$ cat src/rtl/vga_pkg.sv
// Shared VGA pixel-pipeline definitions: RGB565 layout, texture defaults,
// sync polarity and the scroll FSM state type.
package vga_pkg;

   localparam int unsigned RGB_R_LSB = 11;
   localparam int unsigned RGB_R_W   = 5;
   localparam int unsigned RGB_G_LSB = 5;
   localparam int unsigned RGB_G_W   = 6;
   localparam int unsigned RGB_B_LSB = 0;
   localparam int unsigned RGB_B_W   = 5;

   localparam int unsigned TEX_BITS_DEF    = 5;
   localparam bit          SYNC_ACTIVE_DEF = 1'b0;

   typedef enum logic {
      StIdle,
      StStep
   } scroll_state_e;

   // Field order matches the RGB565 bit layout, so a 16-bit word casts directly.
   typedef struct packed {
      logic [RGB_R_W-1:0] r;
      logic [RGB_G_W-1:0] g;
      logic [RGB_B_W-1:0] b;
   } rgb565_t;

   function automatic rgb565_t rgb565_split(input logic [15:0] word);
      rgb565_t pix;
      pix.r = word[RGB_R_LSB +: RGB_R_W];
      pix.g = word[RGB_G_LSB +: RGB_G_W];
      pix.b = word[RGB_B_LSB +: RGB_B_W];
      return pix;
   endfunction

endpackage

$ cat src/rtl/texture_tiler_if.sv
// Video-in, texture-ROM and pixel-out signal bundle of the texture tiler.
// master: the tiler itself; slave: timing generator / ROM / display side.
interface texture_tiler_if
   import vga_pkg::*;
#(
   parameter int unsigned HBITS    = 10,
   parameter int unsigned VBITS    = 10,
   parameter int unsigned TEX_BITS = TEX_BITS_DEF
);

   logic [HBITS-1:0]      x;
   logic [VBITS-1:0]      y;
   logic                  de_in;
   logic                  hs_in;
   logic                  vs_in;
   logic                  scroll_en;

   logic [2*TEX_BITS-1:0] tex_ad;
   logic                  tex_ce;
   logic                  tex_oce;
   logic                  tex_reset;
   logic [15:0]           tex_dout;

   logic [RGB_R_W-1:0]    r;
   logic [RGB_G_W-1:0]    g;
   logic [RGB_B_W-1:0]    b;
   logic                  hs;
   logic                  vs;
   logic                  de;

   modport master (
      input  x, y, de_in, hs_in, vs_in, scroll_en, tex_dout,
      output tex_ad, tex_ce, tex_oce, tex_reset, r, g, b, hs, vs, de
   );

   modport slave (
      output x, y, de_in, hs_in, vs_in, scroll_en, tex_dout,
      input  tex_ad, tex_ce, tex_oce, tex_reset, r, g, b, hs, vs, de
   );

endinterface

$ cat src/rtl/sync_delay.sv
// Fixed-depth shift register; every stage is loaded with RESET_VAL on reset.
module sync_delay #(
   parameter int unsigned      WIDTH     = 1,
   parameter int unsigned      DEPTH     = 1,
   parameter logic [WIDTH-1:0] RESET_VAL = '0
) (
   input  logic             clk,
   input  logic             rst_n,
   input  logic [WIDTH-1:0] din,
   output logic [WIDTH-1:0] dout
);

   logic [WIDTH-1:0] stage_q [DEPTH];

   always_ff @(posedge clk) begin
      if (!rst_n) begin
         for (int i = 0; i < DEPTH; i++) begin
            stage_q[i] <= RESET_VAL;
         end
      end else begin
         stage_q[0] <= din;
         for (int i = 1; i < DEPTH; i++) begin
            stage_q[i] <= stage_q[i-1];
         end
      end
   end

   assign dout = stage_q[DEPTH-1];

endmodule

$ cat src/rtl/texture_tiler.sv
// Tiles a 2^TEX_BITS square RGB565 texture ROM across the screen with a
// frame-prescaled scroll offset; syncs are delayed to match the ROM pipeline.
module texture_tiler
   import vga_pkg::*;
#(
   parameter int unsigned TEX_BITS    = TEX_BITS_DEF,
   parameter int unsigned SCALE_SHIFT = 1,
   parameter int unsigned HBITS       = 10,
   parameter int unsigned VBITS       = 10,
   parameter int unsigned ROM_LAT     = 1,
   parameter bit          SYNC_ACTIVE = SYNC_ACTIVE_DEF,
   parameter int unsigned SCROLL_DX   = 1,
   parameter int unsigned SCROLL_DY   = 0,
   parameter int unsigned FRAME_DIV   = 4
) (
   input logic             clk,
   input logic             rst_n,
   texture_tiler_if.master bus
);

   localparam int unsigned LAT = 2 + ROM_LAT;
   localparam int unsigned FCW = (FRAME_DIV > 1) ? $clog2(FRAME_DIV) : 1;
   localparam logic [2:0]  SYNC_RST = {~SYNC_ACTIVE, ~SYNC_ACTIVE, 1'b0};

   logic [TEX_BITS-1:0]   scroll_x_q;
   logic [TEX_BITS-1:0]   scroll_y_q;
   logic [TEX_BITS-1:0]   u;
   logic [TEX_BITS-1:0]   v;
   logic [2*TEX_BITS-1:0] tex_ad_q;

   logic                  vs_prev_q;
   logic                  frame_evt;
   logic                  frame_go;
   logic                  frame_last;
   logic [FCW-1:0]        frame_cnt_q;

   scroll_state_e         state_q;
   scroll_state_e         state_d;
   logic                  scroll_step;

   logic [2:0]            sync_mid;
   logic                  hs_q;
   logic                  vs_q;
   logic                  de_q;
   rgb565_t               pix_q;

   logic                  unused_bits;

   // Texel coordinates: drop the scale bits, keep TEX_BITS, wrap with scroll.
   assign u = bus.x[SCALE_SHIFT +: TEX_BITS] + scroll_x_q;
   assign v = bus.y[SCALE_SHIFT +: TEX_BITS] + scroll_y_q;

   assign unused_bits = ^{bus.x, bus.y};

   always_ff @(posedge clk) begin
      if (!rst_n) begin
         tex_ad_q <= '0;
      end else begin
         tex_ad_q <= {v, u};
      end
   end

   // Frame event: vs_in entering its active level.
   assign frame_evt  = (bus.vs_in == SYNC_ACTIVE) && (vs_prev_q != SYNC_ACTIVE);
   assign frame_go   = frame_evt && bus.scroll_en;
   assign frame_last = (frame_cnt_q == FCW'(FRAME_DIV - 1));

   always_ff @(posedge clk) begin
      if (!rst_n) begin
         vs_prev_q   <= ~SYNC_ACTIVE;
         frame_cnt_q <= '0;
      end else begin
         vs_prev_q <= bus.vs_in;
         if (frame_go) begin
            frame_cnt_q <= frame_last ? '0 : frame_cnt_q + 1'b1;
         end
      end
   end

   always_ff @(posedge clk) begin
      if (!rst_n) begin
         state_q <= StIdle;
      end else begin
         state_q <= state_d;
      end
   end

   always_comb begin
      state_d = state_q;
      unique case (state_q)
         StIdle: begin
            if (frame_go && frame_last) begin
               state_d = StStep;
            end
         end
         StStep:  state_d = StIdle;
         default: state_d = StIdle;
      endcase
   end

   always_comb begin
      scroll_step = 1'b0;
      unique case (state_q)
         StStep:  scroll_step = 1'b1;
         default: scroll_step = 1'b0;
      endcase
   end

   // Updates land inside vsync, so a visible frame never sees two offsets.
   always_ff @(posedge clk) begin
      if (!rst_n) begin
         scroll_x_q <= '0;
         scroll_y_q <= '0;
      end else if (scroll_step) begin
         scroll_x_q <= scroll_x_q + TEX_BITS'(SCROLL_DX);
         scroll_y_q <= scroll_y_q + TEX_BITS'(SCROLL_DY);
      end
   end

   // LAT-1 stages here; the last stage sits with the colour register below.
   sync_delay #(
      .WIDTH     (3),
      .DEPTH     (LAT - 1),
      .RESET_VAL (SYNC_RST)
   ) u_sync_delay (
      .clk   (clk),
      .rst_n (rst_n),
      .din   ({bus.hs_in, bus.vs_in, bus.de_in}),
      .dout  (sync_mid)
   );

   always_ff @(posedge clk) begin
      if (!rst_n) begin
         hs_q  <= ~SYNC_ACTIVE;
         vs_q  <= ~SYNC_ACTIVE;
         de_q  <= 1'b0;
         pix_q <= '0;
      end else begin
         {hs_q, vs_q, de_q} <= sync_mid;
         pix_q              <= sync_mid[0] ? rgb565_split(bus.tex_dout) : '0;
      end
   end

   assign bus.tex_ad    = tex_ad_q;
   assign bus.tex_ce    = rst_n;
   assign bus.tex_oce   = rst_n;
   assign bus.tex_reset = ~rst_n;

   assign bus.r  = pix_q.r;
   assign bus.g  = pix_q.g;
   assign bus.b  = pix_q.b;
   assign bus.hs = hs_q;
   assign bus.vs = vs_q;
   assign bus.de = de_q;

endmodule

$ cat src/flat_wrapper.sv
// flat-port wrapper written by rule: the top's interface ports become plain ports
module texture_tiler_flat import vga_pkg::*;
#(
   parameter int unsigned TEX_BITS    = TEX_BITS_DEF,
   parameter int unsigned SCALE_SHIFT = 1,
   parameter int unsigned HBITS       = 10,
   parameter int unsigned VBITS       = 10,
   parameter int unsigned ROM_LAT     = 1,
   parameter bit          SYNC_ACTIVE = SYNC_ACTIVE_DEF,
   parameter int unsigned SCROLL_DX   = 1,
   parameter int unsigned SCROLL_DY   = 0,
   parameter int unsigned FRAME_DIV   = 4
)
  (clk, rst_n, bus_x, bus_y, bus_de_in, bus_hs_in, bus_vs_in, bus_scroll_en, bus_tex_dout, bus_tex_ad, bus_tex_ce, bus_tex_oce, bus_tex_reset, bus_r, bus_g, bus_b, bus_hs, bus_vs, bus_de);
  texture_tiler_if #(.HBITS(HBITS), .VBITS(VBITS), .TEX_BITS(TEX_BITS)) bus_i ();
  input logic clk;
  input logic rst_n;
  input wire logic [$bits(bus_i.x)-1:0] bus_x;
  input wire logic [$bits(bus_i.y)-1:0] bus_y;
  input wire logic [$bits(bus_i.de_in)-1:0] bus_de_in;
  input wire logic [$bits(bus_i.hs_in)-1:0] bus_hs_in;
  input wire logic [$bits(bus_i.vs_in)-1:0] bus_vs_in;
  input wire logic [$bits(bus_i.scroll_en)-1:0] bus_scroll_en;
  input wire logic [$bits(bus_i.tex_dout)-1:0] bus_tex_dout;
  output wire logic [$bits(bus_i.tex_ad)-1:0] bus_tex_ad;
  output wire logic [$bits(bus_i.tex_ce)-1:0] bus_tex_ce;
  output wire logic [$bits(bus_i.tex_oce)-1:0] bus_tex_oce;
  output wire logic [$bits(bus_i.tex_reset)-1:0] bus_tex_reset;
  output wire logic [$bits(bus_i.r)-1:0] bus_r;
  output wire logic [$bits(bus_i.g)-1:0] bus_g;
  output wire logic [$bits(bus_i.b)-1:0] bus_b;
  output wire logic [$bits(bus_i.hs)-1:0] bus_hs;
  output wire logic [$bits(bus_i.vs)-1:0] bus_vs;
  output wire logic [$bits(bus_i.de)-1:0] bus_de;
  assign bus_i.x = bus_x;
  assign bus_i.y = bus_y;
  assign bus_i.de_in = bus_de_in;
  assign bus_i.hs_in = bus_hs_in;
  assign bus_i.vs_in = bus_vs_in;
  assign bus_i.scroll_en = bus_scroll_en;
  assign bus_i.tex_dout = bus_tex_dout;
  assign bus_tex_ad = bus_i.tex_ad;
  assign bus_tex_ce = bus_i.tex_ce;
  assign bus_tex_oce = bus_i.tex_oce;
  assign bus_tex_reset = bus_i.tex_reset;
  assign bus_r = bus_i.r;
  assign bus_g = bus_i.g;
  assign bus_b = bus_i.b;
  assign bus_hs = bus_i.hs;
  assign bus_vs = bus_i.vs;
  assign bus_de = bus_i.de;
  texture_tiler #(.TEX_BITS(TEX_BITS), .SCALE_SHIFT(SCALE_SHIFT), .HBITS(HBITS), .VBITS(VBITS), .ROM_LAT(ROM_LAT), .SYNC_ACTIVE(SYNC_ACTIVE), .SCROLL_DX(SCROLL_DX), .SCROLL_DY(SCROLL_DY), .FRAME_DIV(FRAME_DIV)) u_core (.clk(clk), .rst_n(rst_n), .bus(bus_i));
endmodule
$ cat config.mk
export PLATFORM = sky130hd
export DESIGN_NAME = texture_tiler_flat
export DESIGN_NICKNAME = d
export VERILOG_FILES = /design/src/rtl/vga_pkg.sv /design/src/rtl/texture_tiler_if.sv /design/src/rtl/sync_delay.sv /design/src/rtl/texture_tiler.sv /design/src/flat_wrapper.sv
export SDC_FILE = /design/constraint.sdc
export NUM_CORES = 1
export LEC_CHECK = 0
export ABC_CLOCK_PERIOD_IN_PS = 1600
export CORE_MARGIN = 3
export CORE_UTILIZATION = 35
export DETAILED_ROUTE_END_ITERATION = 10
export HOLD_SLACK_MARGIN = 0.08
export PLACE_DENSITY_LB_ADDON = 0.2
export SKIP_CTS_REPAIR_TIMING = 1
export SLEW_MARGIN = 20
export SYNTH_ARGS = -nofsm -noshare
export SYNTH_HDL_FRONTEND = slang
export SYNTH_SLANG_ARGS = --single-unit
$ cat constraint.sdc
create_clock -name clk -period 1.6 [get_ports clk]
set_input_delay 0.32 -clock clk [delete_from_list [all_inputs] [get_ports clk]]
set_output_delay 0.32 -clock clk [all_outputs]
set_load 0.02 [all_outputs]
; ---- Word-level counts from Yosys, hierarchy flattened
; Memories as Yosys holds them, arrays and structs flattened.
; Cells that the tools add are included.
[word_totals]
ramBits = 6
word_cells = 33
reg_bits = 38
mem_count = 1
latchBits = 0
romBits = 0
[classes]
shifts = 0
bitwise = 5
add_sub_neg = 3
n_reduce_logical = 4
order_cmp = 0
n_eq_ne = 1
n_mul = 0
n_mux = 8
div_mod_pow = 0
[memory_table]
columns = memory, depth, width, read_ports, rd_ports_with_merged_regs, wr, line_no
row1 = u_core.u_sync_delay.stage_q, 2, 3, 2, 0, 2, sync_delay.sv:13  ; logic [WIDTH-1:0] stage_q [DEPTH];
[op_table]
columns = operator, count
row1 = 3-bit two-way mux, 2
row2 = 5-bit by 1-bit adder with 5-bit output (second input constant), 1
row3 = 5-bit adder, 1
row4 = 1-bit two-way mux, 4
row5 = 1-bit logical AND, 3
row6 = 1-bit inverter, 3
row7 = 2-bit by 1-bit adder with 2-bit output (second input constant), 1
row8 = 2-bit == test (second input constant), 1
row9 = 2-bit two-way mux, 1
row10 = 1-bit OR, 2
row11 = 1-bit one-hot mux with 2 select lines, 1
row12 = 2-bit AND reduction, 1

; ---- Logic depth before layout (Yosys ltp)
[depth]
word_depth = 6
ltp_mapped = 6
ltp_nobuf = 6

; ---- Hierarchy
; From an unflattened synthesis, not the netlist that was laid out.
[unflattened]
cells_unflattened = 134
area_unflattened_um2 = 1491.4
[by_module_without_submodules]
columns = module, area_per_inst_um2, cells_per_inst, n_inst
row1 = texture_tiler, 1311.3, 119, 1
row2 = sync_delay, 180.2, 15, 1

; ---- Worst setup path before layout
; No wires, ideal clock.
[synth_path]
kind = register to register
start = reg u_core.scroll_x_q[0]
end = reg u_core.tex_ad_q[4] (netlist: u_core.bus.tex_ad[4])
path_stages_with_launch = 7
synth_period_minus_slack_ns = 1.622
t_arrival_ns = 1.552
path_slack_ns = -0.022
path_cell_list = dfxtp_1 -> ha_1 -> inv_1 -> fa_1 -> nand2b_1 -> a2111oi_1 -> o21bai_1
[synth_via]
elab_chain_len = 1
[synth_lines]
columns = element, line_no
row1 = start: declaration, texture_tiler.sv:25  ; logic [TEX_BITS-1:0] scroll_x_q;
row2 = start signal: assignment, texture_tiler.sv:115  ; scroll_x_q <= scroll_x_q + TEX_BITS'(SCROLL_DX);
row3 = 5-bit adder, texture_tiler.sv:50  ; assign u = bus.x[SCALE_SHIFT +: TEX_BITS] + scroll_x_q;
row4 = end signal: assignment, texture_tiler.sv:59  ; tex_ad_q <= {v, u};
row5 = end: declaration, texture_tiler.sv:29  ; logic [2*TEX_BITS-1:0] tex_ad_q;
; Every way passes these cells.
; A chain may end at the register's enable or synchronous reset.

; ---- Worst setup path in the final report
[layout_path]
start = in bus_x[1]
end = reg u_core.tex_ad_q[4] (netlist: u_core.bus.tex_ad[4])
[layout_via]
elab_chain_len = 1
[layout_lines]
columns = element, line_no
row1 = start: declaration, flat_wrapper.sv:18  ; input wire logic [$bits(bus_i.x)-1:0] bus_x;
row2 = 5-bit adder, texture_tiler.sv:50
; Every way passes these cells.

==> results by group <==
Run status
  – Outcome: finished, violations left
  – Failing checks: negative setup slack

STA
  – Final clock skew: 0.004976 ns
  – Final setup viols: 1
  – Max-Slew Margin vs Limit: 0.7339
  – Min Tclk post-route: 1.825 ns
  – Highest clock rate: 547.9 MHz
  – Final period util: 1.141
  – Hold Worst Slack: 0.4095 ns
  – Worst-Margin Slew: 0.3986 ns
  – Max-slew violation count: 0
  – Final setup margin: -0.2252 ns
  – Hold Vio Cnt, Final: 0
  – RSZ-0062 raised after global routing: true

Logic synthesis
  – Register area share after synthesis: 0.6014
  – Cell area after synthesis: 1431 um^2
  – Compound-Gate Fraction of Synth Area: 0.03934
  – Post-Syn Area per Cell: 10.93 um^2
  – Largest family of logic cells by synthesized area: simple AND/OR/NAND/NOR gates
  – Syn Nets: 180
  – Mapped Cells: 131
  – FF+latch count, synth: 43
  – Syn. warnings: 0
  – Count of cell types in the netlist: 26
  – Synth Area in Adders: 0.06643
  – XOR/XNOR Fraction of Synth Area: 0.03671
  – Post-synthesis mux area share: 0.006993
  – Post-Synth Simple-Gate Area: 0.2080

Worst setup path
  – CP required: 1.82 ns
  – Crit end category: flop
  – Critical Path AT: 2.05 ns
  – CP Max Fanout: 2
  – CP Launch Type: input pin
  – Crit path kind: in -> reg
  – FF-to-FF path depth: 6

Route
  – DRC viols: 0
  – Post-route ant nets: 0
  – Drt total wl: 3261 um
  – WL/cell: 12.94 um
  – Avg Vias per Cell: 4.528
  – Vias: 1141
  – DR iter-0 viols: 65
  – 1st-pass router iterations: 4

Global routing
  – Antenna violations before repair: 0
  – Vias in the first global route: 1176
  – Global-route wire length before repair: 5416 um
  – GRT Overall Usage: 0.1432
  – Grt total ovfl: 0
  – Largest net degree at the start of global routing: 28

Placement
  – DP HPWL: 2479 um
  – GPL Wtd Cong: 0.7962
  – Port Buffers: 63

Clock network
  – Clock Tree Buf Depth: 2
  – Clk pin slew, worst setup/hold paths: 0.08 ns
  – Worst skew pair latency: 0.29 ns
  – H-Tree Level Count: 2
  – CTS Buf Count: 5
  – CTS root buffer: clkbuf_8
  – Clock sink count: 43
  – CTS tree: built

Power
  – Static leakage: 0.9774 nW
  – Pwr Total: 2.023 mW
  – PD cells: 892.4 nW/um^2
  – Peak supply drop: 0.0005261 V

Layout
  – Post-layout nets: 252
  – Share of layout cells above drive strength 1: 0.1078
  – Diodes inserted: 0
  – Area grow syn2layout: 58.39%

Hold path
  – Hold path depth: 1
  – Hold crit path type: reg -> reg

Floorplan
  – Core Region: 3799 um^2
  – Rows: 22
  – Die H: 69.95 um
  – Die W: 69.95 um
  – Initial Utilization: 0.3768
  – Die area: 4893 um^2
  – IO Pins: 74

Run
  – Number of max-cap violations: 0
-- final cells by class --
| class | instances | area [um^2] |
|---|---|---|
| clock buffers | 5 | 68.82 |
| clock inverters | 3 | 25.02 |
| repair buffers | 73 | 713.2 |
| well taps | 48 | 60.06 |
| flip-flops and latches | 43 | 862.1 |
| fillers | 314 | 1531 |
| inverters | 5 | 18.77 |
| multi-input cells | 75 | 519.2 |
-- per-stage QoR --
stage / utilization / setup WS [ns] / instance area, um^2 / cells / setup TNS (ns)
after floorplan: - / 0.02018 / 1433 / 131 / 0
after global placement: 0.5662 / -0.4396 / 2151 / 243 / -1.610
after detailed placement: 0.5662 / -0.5759 / 2151 / 243 / -1.815
after CTS: 0.5909 / -0.3157 / 2245 / 251 / -1.159
after global routing: 0.5968 / -0.3298 / 2267 / 252 / -0.3325
final: 0.5968 / -0.2252 / 2267 / 252 / -0.2252
-- sequential cells by signal, indices dropped and copies added, names as in the netlist --
name / flops
u_core.bus.g: 6
u_core.bus.r: 5
u_core.bus.tex_ad: 10
u_core.u_sync_delay.stage_q: 6
u_core.bus.hs: 1
u_core.frame_cnt_q: 2
u_core.state_q: 1
u_core.bus.de: 1
u_core.bus.vs: 1
u_core.bus.b: 5
u_core.scroll_x_q: 5
-- synth_stat cells --
master,n,share of area
ha_1,6,0.052
a21oi_1,4,0.014
nand3_1,1,0.0035
or4_1,1,0.0052
o21ai_0,2,0.0070
clkbuf_1,4,0.010
xor2_1,5,0.031
and3_1,16,0.070
o21bai_1,1,0.0052
inv_1,5,0.013
nand4b_1,1,0.0061
a211o_1,1,0.0061
a2111oi_1,1,0.0070
mux2i_1,1,0.0070
nand2_1,3,0.0079
dfxtp_1,43,0.60
nand4_1,3,0.013
xnor2_1,1,0.0061
nor4_1,1,0.0044
buf_4,2,0.010
nor2_1,9,0.024
fa_1,1,0.014
nand2_2,1,0.0044
nand2b_1,7,0.031
and2_1,9,0.039
buf_2,2,0.0070
-- worst paths after layout --
kind	startpoint	slack, ns	endpoint
setup / recovery	bus_x[1]	-0.23	u_core.bus.tex_ad[4]
hold / removal	u_core.u_sync_delay.stage_q[0][4]	0.41	u_core.bus.vs
setup reg to reg	u_core.scroll_x_q[0]	-0.07	u_core.bus.tex_ad[4]
hold reg to reg	u_core.u_sync_delay.stage_q[0][4]	0.41	u_core.bus.vs
-- worst max-delay path, cell delays in order --
cell and delay [ns]:
clkdlybuf4s50_1 0.47, ha_2 0.19, inv_1 0.05, fa_1 0.37, nand2b_1 0.18, a2111oi_2 0.31, o21bai_1 0.16
-- layer usage --
layer,global-route usage,share of wire,vias to the layer above
met5,0,0,-
met4,0.05745,0.017,0
li1,-,-,573
met2,0.2592,0.50,50
met3,0.05036,0.067,6
met1,0.1497,0.41,512
-- cells in the final DEF (no fill, tap or decap) --
master / instances
dfxtp_1: 42
nand4b_1: 1
mux2i_1: 1
xnor2_1: 1
dlymetal6s2s_1: 3
clkinvlp_4: 1
a2111oi_2: 1
and3_1: 16
xor2_1: 5
or4_1: 1
clkbuf_8: 5
and2_1: 9
ha_1: 5
o21bai_1: 1
nand2_1: 3
dfxtp_2: 1
nand3_1: 1
a211o_1: 1
inv_1: 5
clkdlybuf4s50_1: 60
buf_4: 10
ha_2: 1
a21oi_1: 4
nand2_2: 1
nand4_1: 3
nor2_1: 9
nor4_1: 1
nand2b_1: 7
fa_1: 1
o21ai_0: 2
clkinv_4: 2
-- cell families after synthesis --
family,Yosys count
buffers and inverters,13
DFF,43
and+or+nand+nor,52
AOI/OAI and AO/OA,9
xor gates and xnor gates,6
muxes,1
adders and majority gates,7
-- where the power goes --
part | switching [mW] | leakage, nW | total (mW) | internal (mW)
registers | 0.0126 | 0.352 | 1.11 | 1.10
clock network | 0.371 | 0.0443 | 0.683 | 0.311
logic | 0.0901 | 0.581 | 0.227 | 0.137
Power figures use the tool's default switching activity.
